**config.mk**
```make
export PLATFORM = sky130hd
export DESIGN_NAME = tx_sched
export DESIGN_NICKNAME = d
export VERILOG_FILES = /design/src/rtl/tx_pkg.sv /design/src/rtl/tx_cfg_check.sv /design/src/rtl/tx_sched.sv
export SDC_FILE = /design/constraint.sdc
export NUM_CORES = 2
export LEC_CHECK = 0
export BUFFER_PORTS_ARGS = -buffer_cell sky130_fd_sc_hd__buf_2
export CAP_MARGIN = 10
export CORE_ASPECT_RATIO = 1.2
export CORE_MARGIN = 3
export CORE_UTILIZATION = 50
export DETAILED_ROUTE_END_ITERATION = 8
export PLACE_DENSITY = 0.72
export SLEW_MARGIN = 20
export SYNTH_ARGS = -nofsm -noshare
export SYNTH_HDL_FRONTEND = slang
export SYNTH_HIERARCHICAL = 1
export SYNTH_SLANG_ARGS = --single-unit
```
**constraint.sdc**
```tcl
create_clock -name i_clk -period 18.15 [get_ports i_clk]
set_input_delay 3.63 -clock i_clk [delete_from_list [all_inputs] [get_ports i_clk]]
set_output_delay 3.63 -clock i_clk [all_outputs]
set_load 0.05 [all_outputs]
```
**src/rtl/tx_pkg.sv**
```systemverilog
`default_nettype none
// ============================================================================
// Package    : tx_pkg
// Description: Shared types and constants for the transmit pulse scheduler.
// Revision   : 1.0 - initial release
// ============================================================================
package tx_pkg;

    typedef enum logic [1:0] {
        IDLE  = 2'd0,
        CHECK = 2'd1,
        RUN   = 2'd2,
        DRAIN = 2'd3
    } state_t;

    // First field lands in the MSBs, so a flat concatenation of the raw
    // register inputs in this order maps straight onto the struct.
    typedef struct packed {
        logic [31:0] phase;
        logic [31:0] period;
        logic [31:0] prt;
        logic [31:0] codigo;
        logic [31:0] numdig;
        logic [31:0] tb;
    } cfg_t;

    localparam logic [31:0] MAX_NUMDIG = 32'd32;

endpackage
`default_nettype wire

```
**src/rtl/tx_cfg_check.sv**
```systemverilog
`default_nettype none
// ============================================================================
// Module     : tx_cfg_check
// Description: Combinational waveform-configuration validity check.
// Revision   : 1.0 - initial release
// ============================================================================
module tx_cfg_check
    import tx_pkg::*;
(
    input  cfg_t cfg,
    output logic valid
);

    logic [37:0] code_len;
    logic        unused_fields;

    // Coded pulse length in clocks must fit inside the pulse period.
    assign code_len      = {32'd0, cfg.numdig[5:0]} * {6'd0, cfg.tb};
    assign unused_fields = ^{cfg.phase, cfg.codigo};

    always_comb begin
        valid = (cfg.period != 32'd0)
             && (cfg.prt > cfg.period)
             && (cfg.numdig != 32'd0)
             && (cfg.numdig <= MAX_NUMDIG)
             && (cfg.tb != 32'd0)
             && (code_len <= {6'd0, cfg.period});
    end

endmodule
`default_nettype wire

```
**src/rtl/tx_sched.sv**
```systemverilog
`default_nettype none
// ============================================================================
// Module     : tx_sched
// Description: Pulse-train scheduler; shadows waveform config, swaps it only
//              in the inter-pulse gap, runs bursts, aborts cleanly.
// Revision   : 1.0 - initial release
// ============================================================================
module tx_sched
    import tx_pkg::*;
#(
    parameter int CNT_W = 16
) (
    input  logic             i_clk,
    input  logic             i_rst,
    input  logic             i_arm,
    input  logic             i_abort,
    input  logic             i_cfg_update,
    input  logic [31:0]      i_phase,
    input  logic [31:0]      i_period,
    input  logic [31:0]      i_prt,
    input  logic [31:0]      i_codigo,
    input  logic [31:0]      i_numdig,
    input  logic [31:0]      i_tb,
    input  logic [CNT_W-1:0] i_num_pulses,
    input  logic             i_sinc,
    output logic             o_start,
    output logic [31:0]      o_phase,
    output logic [31:0]      o_period,
    output logic [31:0]      o_prt,
    output logic [31:0]      o_codigo,
    output logic [31:0]      o_numdig,
    output logic [31:0]      o_tb,
    output logic             o_busy,
    output logic             o_done,
    output logic             o_err,
    output logic [CNT_W-1:0] o_pulse_cnt
);

    state_t             state, state_n;
    cfg_t               shadow, shadow_n;
    cfg_t               staging, staging_n;
    cfg_t               in_cfg;
    logic               pending, pending_n;
    logic [CNT_W-1:0]   cnt, cnt_n, cnt_inc;
    logic               err, err_n;
    logic               done, done_n;
    logic               start;
    logic               busy;
    logic               sinc_q;
    logic               pulse_end;
    logic               shadow_ok;
    logic               staging_ok;

    assign in_cfg    = {i_phase, i_period, i_prt, i_codigo, i_numdig, i_tb};
    assign pulse_end = sinc_q && !i_sinc;
    assign cnt_inc   = (cnt == {CNT_W{1'b1}}) ? cnt : cnt + 1'b1;

    tx_cfg_check u_check_shadow (
        .cfg   (shadow),
        .valid (shadow_ok)
    );

    tx_cfg_check u_check_staging (
        .cfg   (staging),
        .valid (staging_ok)
    );

    always_ff @(posedge i_clk or negedge i_rst) begin
        if (!i_rst) begin
            state   <= IDLE;
            shadow  <= '0;
            staging <= '0;
            pending <= 1'b0;
            cnt     <= '0;
            err     <= 1'b0;
            done    <= 1'b0;
            start   <= 1'b0;
            busy    <= 1'b0;
            sinc_q  <= 1'b0;
        end else begin
            state   <= state_n;
            shadow  <= shadow_n;
            staging <= staging_n;
            pending <= pending_n;
            cnt     <= cnt_n;
            err     <= err_n;
            done    <= done_n;
            start   <= (state_n == RUN) || (state_n == DRAIN);
            busy    <= (state_n != IDLE);
            sinc_q  <= i_sinc;
        end
    end

    always_comb begin
        state_n   = state;
        shadow_n  = shadow;
        staging_n = staging;
        pending_n = pending;
        cnt_n     = cnt;
        err_n     = err;
        done_n    = 1'b0;

        case (state)
            IDLE: begin
                if (i_arm) begin
                    shadow_n  = in_cfg;
                    cnt_n     = '0;
                    err_n     = 1'b0;
                    pending_n = 1'b0;
                    state_n   = CHECK;
                end else if (i_cfg_update) begin
                    shadow_n = in_cfg;
                end
            end
            CHECK: begin
                if (!shadow_ok) begin
                    err_n   = 1'b1;
                    state_n = IDLE;
                end else if (i_abort) begin
                    done_n  = 1'b1;
                    state_n = IDLE;
                end else begin
                    state_n = RUN;
                end
            end
            RUN: begin
                if (pulse_end) begin
                    cnt_n = cnt_inc;
                    if (pending) begin
                        if (staging_ok) shadow_n = staging;
                        else            err_n    = 1'b1;
                        pending_n = 1'b0;
                    end
                end
                // Terminal pulse end wins over a same-cycle abort.
                if (pulse_end && (i_num_pulses != '0) && (cnt_inc == i_num_pulses)) begin
                    done_n  = 1'b1;
                    state_n = IDLE;
                end else if (i_abort) begin
                    if (!i_sinc) begin
                        done_n  = 1'b1;
                        state_n = IDLE;
                    end else begin
                        state_n = DRAIN;
                    end
                end
            end
            DRAIN: begin
                if (pulse_end) begin
                    cnt_n     = cnt_inc;
                    pending_n = 1'b0;
                    done_n    = 1'b1;
                    state_n   = IDLE;
                end
            end
            default: state_n = IDLE;
        endcase

        // Applied last so a same-cycle pulse end consumes the older staging.
        if ((state != IDLE) && (state_n != IDLE) && i_cfg_update) begin
            staging_n = in_cfg;
            pending_n = 1'b1;
        end
    end

    assign o_start     = start;
    assign o_phase     = shadow.phase;
    assign o_period    = shadow.period;
    assign o_prt       = shadow.prt;
    assign o_codigo    = shadow.codigo;
    assign o_numdig    = shadow.numdig;
    assign o_tb        = shadow.tb;
    assign o_busy      = busy;
    assign o_done      = done;
    assign o_err       = err;
    assign o_pulse_cnt = cnt;

endmodule
`default_nettype wire

```
==> metrics.cfg <==
[hold_path]
min_path_cells=1
hold_class=flip-flop to flip-flop

[synthesis]
synth_cells=3454
dominantRegCellSynth=dfrtp_1
synth_compound_area_share_pct=10.1
synth.avg_cell_area_um2=9.86
seq_area_frac_synth_pct=29.9
ys_types=94
synthSimpleGateAreaFrac_pct=14.8
yosys_warnings=6
synth-edff-count=0
yosysTopAreaCell=dfrtp_1
synth_top_family_by_area=adder cells
synth_most_common_cell=dfrtp_1
synth_fa_ha_area_share_pct=22.5
ys_ff_latch=407
syn_area_um2=34100
synth_area_leaders=dfrtp_1 (30%), fa_1 (14%), ha_1 (8.3%)
synth_commonest_cells=dfrtp_1 (407), inv_1 (397), a21oi_1 (324), nor2_1 (263), and2_1 (258)
syn-num-nets=4135
synthArstFlopShare_pct=100
synth_xor_xnor_area_share_pct=2.00
synth_top_area_share_pct=29.9
synthMuxAreaShare_pct=14.1

[clocking]
post_cts_buffers=0
insertion_delay_ns=0.59
cts-root-buf=clkbuf_16
htree_levels=2
clock_path_buffers=3
ctsHoldBuffers=0
cts_buffers=44
cts.sinks=407
cts_tree=yes
clkTransAtPathRegs_ns=0.06
ctsResizeCount=0

[grt]
grt_max_degree=257
grt_pass1_vias=27420
grt_usage_pct=28.0
antenna_found_initial=21
grt_overflow_total=0
grt_pass1_wl_um=157000

[worst_setup_path]
cpMaxStageDelayCell=dfrtp_1
worst_path_most_repeated_cell=a21oi_1
required_ns=18.65
critPathLaunchType=flip-flop
critPathArrivalTime_ns=11.28
critical_path_class=flip-flop to flip-flop
critPathMaxStageDelay_ns=1.02
end_kind=flip-flop
cp_max_fo=256
ff2ff_path_depth=32

[cells_and_area]
regArea_um2=10200
drive_gt1_share_pct=19.7
num-nets-final=4482
syn_to_final_growth_pct=12.4
multi_input_area_um2=21600
fill_cells=5970

[run_status]
outcome=complete, no violations

[timing]
slew_headroom_pct=22.9
fin_skew_ns=0.0203
period_minus_slack_ns=10.78
maxSlewViolCount=0
rsz0062_at_grt=no
setup_viol=0
final.setup.tns_ns=0
tightest_slew_ns=1.16
period_share_pct=59.4
final_hold_viol_count=0
fmax_mhz=92.8

[route]
wl_per_cell_um=21.4
first_pass_iters=7
vias_per_cell=5.66
via_count=26874
drt-initial-drc-count=1731
wl_um=101000
ant_nets=0
drcViolationCount=0

[job]
max_cap_viol_count=0

[floorplan]
placementRows=104
initial_core_util_pct=50.6
die-area_um2=71300
coreArea_um2=67300
io_pins=426
chipHeight_um=292
die_x_um=244

[placed_design]
dp_hpwl_um=77800
gp_congestion=0.921
io_buffers=425

[cell usage in the layout, fill, tap and decap left out, drive strengths merged, types with 10 or more instances in the layout]
master  synthesis  final
buf            47    448
dfrtp         407    407
inv           397    400
a21oi         325    325
nor2          264    264
and2          262    262
nand2         242    242
fa            242    242
ha            225    225
mux2i         196    196
mux2          195    195
o21ai          78     78
clkbuf        100     64
nor4           62     62
xnor2          50     50
nand4          47     47
a21o           36     36
xor2           27     27
nand3          26     26
nor3           22     22
a211oi         18     18
o211ai         16     16
a31oi          14     14
nand2b         14     14
and4           13     13
and3           12     12
diode           0     10
o21a           10     10
o21bai         10     10
clkinv          0     10
[final timing paths]
kind	startpoint	to	slack (ns)
hold / removal	o_err	o_err	0.50
max in group asynchronous	i_rst	o_tb[10]	12.99
setup / recovery	staging[37]	o_numdig[0]	7.37
setup reg to reg	staging[37]	o_numdig[0]	7.37
hold reg to reg	o_err	o_err	0.50
min in group asynchronous	i_rst	o_phase[10]	3.04
[layer usage]
| metal | wire length (um) | GRT usage, % | vias to the layer above |
|---|---|---|---|
| li1 | - | - | 12350 |
| met1 | 39400 | 34.6 | 13338 |
| met2 | 50700 | 48.5 | 941 |
| met3 | 6940 | 5.32 | 235 |
| met4 | 4380 | 11.1 | 10 |
| met5 | 64 | 0 | - |
[area by class of cell]
type,instances,share of cell area [%]
antenna,10,0.0654
clock buffer,64,3.31
clock inverter,17,0.425
inverter,397,3.89
multi-input combinational,2503,56.5
sequential,407,26.6
tap,901,2.95
timing repair buffer,448,6.20
[through the flow]
step                      cells  setup slack (ns)  utilization (%)  hold WS (ns)  instance area [um2]
after detailed placement   4654              7.47             54.7         0.494                36800
after global placement     4654              7.59             54.7         0.487                36800
after CTS                  4735              7.43             56.8         0.510                38200
final                      4747              7.37             56.9         0.505                38300
after global routing       4742              6.67             56.9         0.528                38300
after floorplan            3454             10.28                -         0.480                34100
[state kept, by name (all words and copies together) (netlist names), 16 cells and up]
| register | cells |
|---|---|
| o_codigo | 32 |
| o_numdig | 32 |
| o_period | 32 |
| o_phase | 32 |
| o_prt | 32 |
| o_pulse_cnt | 16 |
| o_tb | 32 |
| staging | 192 |
[cell families after synthesis]
family | count (synthesis)
adders and majority gates | 467
muxes | 391
buffers and inverters | 544
AOI/OAI and AO/OA | 574
DFF | 407
xor gates and xnor gates | 77
and+or+nand+nor | 994
[worst max-delay path, delay by kind of cell (launching register included)]
| kind | cells | cell delay, ns |
|---|---|---|
| AOI/OAI and AO/OA | 17 | 3.93 |
| xor gates and xnor gates | 1 | 0.15 |
| adders and majority gates | 5 | 2.35 |
| buffers and inverters | 4 | 2.06 |
| DFF | 1 | 1.02 |
| and+or+nand+nor | 5 | 1.07 |
Power is left out: the tool's default activity adds up to more than one toggle a clock period on the data nets, which glitch-free logic cannot reach.
